===== src/rtl/evt2_uart_framer_if.sv =====
// Bus bundle between the UART byte source, the EVT2 word sink and the framer.
// The framer uses the slave modport; the byte source / word sink side uses master.
interface evt2_uart_framer_if;
  logic [7:0]  rx_data;
  logic        rx_valid;
  logic [31:0] evt_word;
  logic        evt_word_valid;
  logic        evt_word_ready;
  logic        cmd_valid;
  logic [1:0]  cmd_code;
  logic        framing_error;
  logic [7:0]  drop_count;

  modport slave (
    input  rx_data, rx_valid, evt_word_ready,
    output evt_word, evt_word_valid, cmd_valid, cmd_code, framing_error, drop_count
  );

  modport master (
    output rx_data, rx_valid, evt_word_ready,
    input  evt_word, evt_word_valid, cmd_valid, cmd_code, framing_error, drop_count
  );
endinterface


===== src/rtl/evt2_uart_framer.sv =====
// Assembles MSB-first UART bytes into 32-bit EVT2 words behind a 2-entry FIFO,
// detecting gap-qualified command bytes and discarding stale partial words.
module evt2_uart_framer #(
  parameter int unsigned CLKS_PER_BIT  = 104,
  parameter int unsigned CMD_GAP_BYTES = 2,
  parameter int unsigned RESYNC_BYTES  = 4
) (
  input  logic                clk,
  input  logic                rst,
  evt2_uart_framer_if.slave   bus
);

  localparam int unsigned BYTE_CYCLES    = CLKS_PER_BIT * 10;
  localparam int unsigned CMD_GAP_CYCLES = BYTE_CYCLES * CMD_GAP_BYTES;
  localparam int unsigned TIMEOUT_CYCLES = BYTE_CYCLES * RESYNC_BYTES;
  localparam int unsigned IDLE_W         = $clog2(TIMEOUT_CYCLES + 1);
  localparam int unsigned WORD_W         = 32;
  localparam int unsigned CNT_W          = 2;
  localparam int unsigned DROP_W         = 8;

  localparam logic [IDLE_W-1:0] IDLE_MAX = IDLE_W'(TIMEOUT_CYCLES);
  localparam logic [IDLE_W-1:0] IDLE_GAP = IDLE_W'(CMD_GAP_CYCLES);

  typedef enum logic [1:0] {B0, B1, B2, B3} state_e;

  state_e              state_q, state_d;
  logic [IDLE_W-1:0]   idle_q, idle_d;
  logic [23:0]         part_q, part_d;
  logic                cmd_valid_q, cmd_valid_d;
  logic [1:0]          cmd_code_q, cmd_code_d;
  logic                ferr_q, ferr_d;
  logic [WORD_W-1:0]   head_q, head_d;
  logic [WORD_W-1:0]   tail_q, tail_d;
  logic [CNT_W-1:0]    count_q, count_d;
  logic                valid_q, valid_d;
  logic [DROP_W-1:0]   drop_q, drop_d;

  logic                cmd_allowed_c;
  logic                timeout_c;
  logic                is_cmd_c;
  logic                push_c;
  logic                pop_c;
  logic                full_c;
  logic                push_ok_c;
  logic [WORD_W-1:0]   new_word_c;

  // Idle counter: cycles since the last received byte, saturating at the timeout
  always_comb begin
    idle_d = idle_q;
    if (bus.rx_valid)            idle_d = '0;
    else if (idle_q != IDLE_MAX) idle_d = idle_q + IDLE_W'(1);
  end

  assign cmd_allowed_c = (idle_q >= IDLE_GAP);
  assign timeout_c     = (idle_q == IDLE_MAX) && !bus.rx_valid;
  assign is_cmd_c      = (bus.rx_data[7:2] == 6'b111111);
  assign new_word_c    = {part_q, bus.rx_data};

  // Byte assembly FSM; 0xFF..0xFC map to codes 0..3, i.e. the inverted low bits
  always_comb begin
    state_d     = state_q;
    part_d      = part_q;
    cmd_valid_d = 1'b0;
    cmd_code_d  = cmd_code_q;
    ferr_d      = 1'b0;
    push_c      = 1'b0;
    unique case (state_q)
      B0: begin
        if (bus.rx_valid) begin
          if (is_cmd_c && cmd_allowed_c) begin
            cmd_valid_d = 1'b1;
            cmd_code_d  = ~bus.rx_data[1:0];
          end else begin
            part_d[23:16] = bus.rx_data;
            state_d       = B1;
          end
        end
      end
      B1: begin
        if (bus.rx_valid) begin
          part_d[15:8] = bus.rx_data;
          state_d      = B2;
        end else if (timeout_c) begin
          ferr_d  = 1'b1;
          state_d = B0;
        end
      end
      B2: begin
        if (bus.rx_valid) begin
          part_d[7:0] = bus.rx_data;
          state_d     = B3;
        end else if (timeout_c) begin
          ferr_d  = 1'b1;
          state_d = B0;
        end
      end
      B3: begin
        if (bus.rx_valid) begin
          push_c  = 1'b1;
          state_d = B0;
        end else if (timeout_c) begin
          ferr_d  = 1'b1;
          state_d = B0;
        end
      end
      default: state_d = B0;
    endcase
  end

  assign pop_c     = valid_q && bus.evt_word_ready;
  assign full_c    = (count_q == CNT_W'(2));
  assign push_ok_c = push_c && (!full_c || pop_c);

  // Two-entry FIFO kept as registered head/tail so the output word is a flop
  always_comb begin
    head_d  = head_q;
    tail_d  = tail_q;
    count_d = count_q;
    drop_d  = drop_q;
    unique case ({push_ok_c, pop_c})
      2'b10: begin
        if (count_q == '0) head_d = new_word_c;
        else               tail_d = new_word_c;
        count_d = count_q + CNT_W'(1);
      end
      2'b01: begin
        if (count_q == CNT_W'(2)) head_d = tail_q;
        count_d = count_q - CNT_W'(1);
      end
      2'b11: begin
        if (count_q == CNT_W'(1)) begin
          head_d = new_word_c;
        end else begin
          head_d = tail_q;
          tail_d = new_word_c;
        end
      end
      default: ;
    endcase
    if (push_c && full_c && !pop_c && (drop_q != '1))
      drop_d = drop_q + DROP_W'(1);
    valid_d = (count_d != '0);
  end

  always_ff @(posedge clk or posedge rst) begin
    if (rst) begin
      state_q     <= B0;
      idle_q      <= IDLE_MAX;
      part_q      <= '0;
      cmd_valid_q <= 1'b0;
      cmd_code_q  <= '0;
      ferr_q      <= 1'b0;
      head_q      <= '0;
      tail_q      <= '0;
      count_q     <= '0;
      valid_q     <= 1'b0;
      drop_q      <= '0;
    end else begin
      state_q     <= state_d;
      idle_q      <= idle_d;
      part_q      <= part_d;
      cmd_valid_q <= cmd_valid_d;
      cmd_code_q  <= cmd_code_d;
      ferr_q      <= ferr_d;
      head_q      <= head_d;
      tail_q      <= tail_d;
      count_q     <= count_d;
      valid_q     <= valid_d;
      drop_q      <= drop_d;
    end
  end

  assign bus.evt_word       = head_q;
  assign bus.evt_word_valid = valid_q;
  assign bus.cmd_valid      = cmd_valid_q;
  assign bus.cmd_code       = cmd_code_q;
  assign bus.framing_error  = ferr_q;
  assign bus.drop_count     = drop_q;

endmodule


===== src/flat_wrapper.sv =====
// flat-port wrapper written by rule: the top's interface ports become plain ports
module evt2_uart_framer_flat 
#(
  parameter int unsigned CLKS_PER_BIT  = 104,
  parameter int unsigned CMD_GAP_BYTES = 2,
  parameter int unsigned RESYNC_BYTES  = 4
)
  (clk, rst, bus_rx_data, bus_rx_valid, bus_evt_word_ready, bus_evt_word, bus_evt_word_valid, bus_cmd_valid, bus_cmd_code, bus_framing_error, bus_drop_count);
  evt2_uart_framer_if bus_i ();
  input  logic clk;
  input  logic rst;
  input wire logic [$bits(bus_i.rx_data)-1:0] bus_rx_data;
  input wire logic [$bits(bus_i.rx_valid)-1:0] bus_rx_valid;
  input wire logic [$bits(bus_i.evt_word_ready)-1:0] bus_evt_word_ready;
  output wire logic [$bits(bus_i.evt_word)-1:0] bus_evt_word;
  output wire logic [$bits(bus_i.evt_word_valid)-1:0] bus_evt_word_valid;
  output wire logic [$bits(bus_i.cmd_valid)-1:0] bus_cmd_valid;
  output wire logic [$bits(bus_i.cmd_code)-1:0] bus_cmd_code;
  output wire logic [$bits(bus_i.framing_error)-1:0] bus_framing_error;
  output wire logic [$bits(bus_i.drop_count)-1:0] bus_drop_count;
  assign bus_i.rx_data = bus_rx_data;
  assign bus_i.rx_valid = bus_rx_valid;
  assign bus_i.evt_word_ready = bus_evt_word_ready;
  assign bus_evt_word = bus_i.evt_word;
  assign bus_evt_word_valid = bus_i.evt_word_valid;
  assign bus_cmd_valid = bus_i.cmd_valid;
  assign bus_cmd_code = bus_i.cmd_code;
  assign bus_framing_error = bus_i.framing_error;
  assign bus_drop_count = bus_i.drop_count;
  evt2_uart_framer #(.CLKS_PER_BIT(CLKS_PER_BIT), .CMD_GAP_BYTES(CMD_GAP_BYTES), .RESYNC_BYTES(RESYNC_BYTES)) u_core (.clk(clk), .rst(rst), .bus(bus_i));
endmodule

===== config.mk =====
export PLATFORM = sky130hd
export DESIGN_NAME = evt2_uart_framer_flat
export DESIGN_NICKNAME = d
export VERILOG_FILES = /design/src/rtl/evt2_uart_framer_if.sv /design/src/rtl/evt2_uart_framer.sv /design/src/flat_wrapper.sv
export SDC_FILE = /design/constraint.sdc
export NUM_CORES = 1
export LEC_CHECK = 0
export CELL_PAD_IN_SITES_DETAIL_PLACEMENT = 1
export CELL_PAD_IN_SITES_GLOBAL_PLACEMENT = 2
export CORE_MARGIN = 4
export CORE_UTILIZATION = 38
export CTS_CLUSTER_DIAMETER = 120
export DETAILED_ROUTE_END_ITERATION = 8
export MAX_ROUTING_LAYER = met4
export PLACE_DENSITY_LB_ADDON = 0.1
export SKIP_CTS_REPAIR_TIMING = 1
export SYNTH_ARGS = -nofsm -noshare
export SYNTH_HDL_FRONTEND = slang
export SYNTH_SLANG_ARGS = --single-unit
export TNS_END_PERCENT = 1

===== constraint.sdc =====
create_clock -name clk -period 4.35 [get_ports clk]
set_input_delay 0.87 -clock clk [delete_from_list [all_inputs] [get_ports clk]]
set_output_delay 0.87 -clock clk [all_outputs]
set_load 0.01 [all_outputs]

==> results of run 1 <==
==> metrics by stage <==
| step | setup slack (ns) | hold slack, ns | power [uW] |
|---|---|---|---|
| floorplan | 0.354 | 0.476 | 2730 |
| global placement | 0.907 | 0.467 | 3210 |
| detailed placement | 0.798 | 0.475 | 3280 |
| CTS | 1.25 | 0.487 | 4750 |
| global route | 1.11 | 0.513 | 4990 |
| finish | 1.29 | 0.478 | 4670 |
==> power by group <==
part	total, uW	switching (uW)	internal, uW
registers	1810	274	1540
clock network	1430	474	960
logic	1420	638	783
==> cells by family after synthesis <==
group                      synth area share (%)
AOI/OAI and AO/OA                          6.79
xor gates and xnor gates                   2.73
adders and majority gates                  1.46
buffers and inverters                      3.33
DFF                                        57.5
muxes                                      19.1
and+or+nand+nor                            9.13
==> flip-flops by register name, summed over array words and instances, names as in the netlist <==
name,flops
u_core.bus.evt_word,32
u_core.part_q,24
u_core.bus.drop_count,8
u_core.bus.framing_error,1
u_core.bus.cmd_valid,1
u_core.state_q,2
u_core.idle_q,13
u_core.tail_q,32
u_core.bus.evt_word_valid,1
u_core.bus.cmd_code,2
u_core.count_q,2
==> metal layers <==
layer  up-vias  part of all wire [%]  routed length, um
li1       1592                     -                  -
met1      1706                    47               5180
met2        48                    48               5250
met3        18                   2.6                285
met4         0                   2.0                216
met5         -                     0                  0
==> final cells by class <==
type	instances	area, sq um
multi-input cells	270	2020
inverters	12	47.5
repair buffers	62	631
fillers	1380	6750
clock buffers	25	495
clock inverters	7	118
flip-flops and latches	118	2960
well taps	176	220
==> worst min-delay path by stage <==
stage / from / endpoint / cells after the start
6_report: u_core.bus.evt_word[19] / u_core.bus.evt_word[19] / 2
3_5_place_dp: u_core.bus.evt_word[0] / u_core.bus.evt_word[0] / 2
2_1_floorplan: u_core.part_q[21] / u_core.part_q[21] / 1
5_1_grt: u_core.tail_q[6] / u_core.tail_q[6] / 1
4_1_cts: u_core.bus.evt_word[19] / u_core.bus.evt_word[19] / 2
3_3_place_gp: u_core.bus.evt_word[21] / u_core.bus.evt_word[21] / 2
==> synthesized netlist by cell type, types with 2 or more instances <==
| master | n |
|---|---|
| nand4_1 | 5 |
| ha_1 | 6 |
| buf_4 | 6 |
| nand2_1 | 38 |
| inv_1 | 12 |
| dfrtp_1 | 116 |
| buf_2 | 5 |
| nand3b_1 | 2 |
| clkbuf_1 | 3 |
| nand2b_1 | 3 |
| a21oi_1 | 9 |
| o21ai_1 | 30 |
| a31oi_1 | 2 |
| nor2_1 | 16 |
| nand3_1 | 8 |
| nor3_1 | 11 |
| nor4_1 | 2 |
| xor2_1 | 6 |
| xnor2_1 | 10 |
| mux2_2 | 55 |
| or3_1 | 4 |
| and3_1 | 2 |
| buf_6 | 4 |
| mux2i_1 | 36 |
| and2_1 | 3 |
| o22a_1 | 2 |
| o21ai_0 | 7 |
| a21o_1 | 2 |
| dfstp_2 | 2 |
==> critical path: stages <==
cell and delay [ns]:
clkdlybuf4s50_1 0.46, buf_4 0.23, and3_1 0.46, a21o_2 0.69, buf_4 0.30, mux2i_1 0.22
o21ai_1 0.08
==> flow_summary_export.csv, run 1 <==
group,metric,value,unit
sta,period_share,70.3,%
power,powerDensity,719,nW/um^2
finish,final_util,49.0,%
die,io_pins,57,
sta,relSlewSlack,42.4,%
clock_tree,path_clk_slew,0.05,ns
routing,vias,3364,
setup_path,rr_worst_depth,5,
routing,post_drt_via_cell_ratio,5.02,
grt,grt_usage,15.6,%
placement,hpwl,7210,um
setup_path,worstPathArrival,3.32,ns
routing,wire_per_inst,16.3,um
finish,final_cells,670,
clock_tree,clock_path_buffers,2,
run_status,status,"finished, final reports clean",
setup_path,r2r-start,"u_core.state_q[1]",
power,vdd_drop_max,0.000304,V
logic_synthesis,avgSynthCellArea,12.3,sq um
clock_tree,insertion_delay,0.41,ns
sta,tightest_slew,0.864,ns
sta,rsz0062_at_grt,"no",
placement,placed_cells,638,
logic_synthesis,syn_inst,418,
grt,grtUsageMet3,4.07,%
logic_synthesis,yosysWarningCount,0,
finish,antenna_cells,0,
clock_tree,cts_tree,"yes",
die,initial_core_util,38.8,%
die,core,13200,sq um
grt,first_global_vias,3642,
worst_hold_path,min_path_type,"register to register",
sta,finalClockSkew,0.00776,ns
grt,grt_use_met2,23.9,%
grt,antenna_found_initial,0,
finish,fin_area,6490,sq um
grt,grt_pass1_wl,18700,um
clock_tree,cts_buffers,17,
logic_synthesis,synth_cell_types,40,
finish,final_common_cell,"dfrtp_1",
logic_synthesis,async_flop_share,100,%
sta,slew_viol_final,0,
logic_synthesis,syn_area,5140,sq um
placement,placed_cell_area,5880,sq um
die,row_count,42,
finish,layout_common_cells,"116 x dfrtp_1, 56 x clkdlybuf4s50_1, 55 x mux2_2",
grt,grt_busiest_layer,"met2",
routing,first_iter_violations,124,
setup_path,crit_path_end_kind,"register",
placement,place.gp.congestion,0.765,
sta,finalCriticalPeriod,3.06,ns
routing,drc,0,
setup_path,setup.worst_path.end,"u_core.bus.evt_word[23]",
clock_tree,htree_levels,4,
setup_path,start_kind,"input port",
die,fp.dieW,124,um
logic_synthesis,ys_seq_elements,118,
grt,grt_max_degree,69,
finish,layout-drive-gt1-share,19.6,%
setup_path,ff2ff_setup_slack,1.99,ns
die,die_area,15500,sq um
routing,wirelength,10900,um
die,die_y,124,um
setup_path,worst-endpoint-required,4.61,ns
finish,fin_nets,499,
logic_synthesis,synth_enable_flop_cells,0,
sta,max_freq,0.327,GHz
sta,final.setup.tns,0,ns
logic_synthesis,synth.area.top_cells,"dfrtp_1 56%, mux2_2 12%, mux2i_1 7.0%",
logic_synthesis,yosysTopAreaCellShare,56.5,%
job,max_cap_violations,0,
setup_path,critPathKind,"input port to register",
setup_path,critPathMaxFanout,22,
clock_tree,cts.sinks,118,
routing,dr.pass1.iters,4,
grt,overflow,0,
setup_path,cp-startpoint,"bus_rx_valid",
clock_tree,clock-root-buffer,"clkbuf_16",
logic_synthesis,synth_top_area_cell,"dfrtp_1",
logic_synthesis,ys.flop_type,"dfrtp_1",
logic_synthesis,ys_seq_area_share,57.5,%
routing,ant_nets,0,
grt,grt_use_met1,19.6,%
sta,finalSetupViolations,0,
sta,hold_viol_final,0,
power,p_leak,0.00290,uW
logic_synthesis,synth_nets,436,
finish,syn2layout_area_growth,26.2,%
placement,io_buffer_count,56,
setup_path,r2r-end,"u_core.bus.evt_word[23]",
(Power assumes the default switching activity.)
==> run 2, diff against run 1 <==
==> constraint.sdc (replaced) <==
create_clock -name clk -period 3 [get_ports clk]
set_input_delay 0.6 -clock clk [delete_from_list [all_inputs] [get_ports clk]]
set_output_delay 0.6 -clock clk [all_outputs]
set_load 0.01 [all_outputs]
==> flow_summary_export.csv, run 2 (synthesis gave the netlist of run 1 again) <==
group,metric,value,unit
setup_path,crit_path_end_kind,"register",
finish,layout_common_cells,"116 x dfrtp_1, 56 x clkdlybuf4s50_1, 55 x mux2_2",
clock_tree,cts_tree,"yes",
die,core,13200,sq um
routing,vias,3355,
finish,fillers,1371,
finish,seqCellArea,2960,sq um
setup_path,cp-startpoint,"bus_rx_data[2]",
die,die_area,15500,sq um
clock_tree,insertion_delay,0.41,ns
die,io_pins,57,
die,die_y,124,um
setup_path,critPathMaxStageDelay,0.67,ns
job,max_cap_violations,0,
finish,antenna_cells,0,
clock_tree,cts.sinks,118,
finish,final_common_cell,"dfrtp_1",
routing,drc,0,
setup_path,r2r-start,"u_core.count_q[0]",
grt,grt_pass1_wl,19500,um
clock_tree,clock_path_buffers,2,
finish,fin_nets,501,
placement,io_buffer_count,56,
sta,relSlewSlack,61.4,%
clock_tree,path_clk_slew,0.05,ns
placement,hpwl,7340,um
setup_path,worst-endpoint-required,3.29,ns
placement,place.gp.congestion,0.735,
clock_tree,htree_levels,4,
power,p_leak,0.00293,uW
routing,post_drt_via_cell_ratio,4.99,
setup_path,start_kind,"input port",
sta,hold_viol_final,0,
setup_path,critPathKind,"input port to register",
die,initial_core_util,38.8,%
finish,multiInputGateArea,2020,sq um
worst_hold_path,min_path_type,"register to register",
grt,first_global_vias,3718,
routing,wirelength,11100,um
worst_hold_path,holdCritStartpoint,"u_core.bus.evt_word[29]",
grt,antenna_found_initial,0,
sta,slew_viol_final,0,
sta,finalClockSkew,0.00623,ns
setup_path,worstPathArrival,2.46,ns
grt,grt_max_degree,65,
routing,wire_per_inst,16.6,um
sta,period_share,72.2,%
grt,grt_usage,16.2,%
setup_path,cp_slowest_cell,"clkdlybuf4s50_1",
routing,dr.pass1.iters,4,
finish,syn2layout_area_growth,27.2,%
grt,overflow,0,
setup_path,critPathMaxFanout,6,
routing,first_iter_violations,124,
setup_path,cp_cell_sequence,"clkdlybuf4s50_1 > and4_1 > and2_1 > a31o_2 > mux2_2",
sta,max_freq,0.462,GHz
sta,finalSetupViolations,0,
sta,tightest_slew,0.578,ns
finish,layout-drive-gt1-share,20.4,%
die,fp.dieW,124,um
sta,rsz0062_at_grt,"no",
sta,final.setup.tns,0,ns
power,powerDensity,1040,nW/um^2
power,vdd_drop_max,0.000403,V
sta,holdWs,0.480,ns
run_status,status,"finished, final reports clean",
sta,finalCriticalPeriod,2.16,ns
routing,ant_nets,0,
die,row_count,42,
clock_tree,cts_buffers,17,
clock_tree,clock-root-buffer,"clkbuf_16",
[run 2: cell count changes in the layout (fill, tap and decap cells not counted)]
cell,change
clkinvlp_4,-1
buf_12,+3
buf_4,-1
inv_4,-1
clkbuf_1,-2
clkinv_2,+4
[run 2: path summary, 6_finish.rpt]
path,endpoint,slack [ns],cells past startpoint
min in group asynchronous,u_core.bus.evt_word[23],0.60,2
setup / recovery,u_core.part_q[18],0.84,5
max in group asynchronous,u_core.idle_q[12],1.66,3
hold reg to reg,u_core.bus.evt_word[29],0.48,2
hold / removal,u_core.bus.evt_word[29],0.48,2
setup reg to reg,u_core.tail_q[20],1.10,6
[run 2: critical path: cells and delay by family]
family / cells / cell delay [ns]
compound gates: 1 / 0.30
buf+inv: 1 / 0.67
mux: 1 / 0.36
simple gates: 2 / 0.52
[run 2: through the flow]
| stage | power, uW | utilization, % | worst slack, ns | area, sq um | std cells |
|---|---|---|---|---|---|
| after CTS | 6900 | 49.4 | 0.825 | 6540 | 672 |
| after global routing | 7260 | 49.4 | 0.764 | 6540 | 672 |
| final | 6780 | 49.4 | 0.835 | 6540 | 672 |
| after global placement | 4680 | 44.8 | 0.426 | 5930 | 640 |
| after floorplan | 3960 | - | 0.960 | 5140 | 418 |
| after detailed placement | 4780 | 44.8 | 0.396 | 5930 | 640 |
[run 2: cell type report]
type	count	share of cell area [%]
timing repair buffer	64	10.4
multi-input combinational	270	30.9
inverter	12	0.746
tap	176	3.37
sequential	118	45.2
clock buffer	23	7.46
clock inverter	9	1.87
[run 2: metal layers]
| metal | vias up | GRT usage [%] | routed length, um |
|---|---|---|---|
| li1 | 1595 | - | - |
| met1 | 1694 | 20.5 | 5180 |
| met2 | 50 | 25.3 | 5400 |
| met3 | 16 | 3.86 | 351 |
| met4 | 0 | 6.38 | 196 |
| met5 | - | - | 0 |
[run 2: where the power goes]
group | leakage (uW) | internal [uW] | switching, uW
clock | 0.000303 | 1390 | 682
sequential | 0.00145 | 2230 | 397
combinational | 0.00118 | 1150 | 935
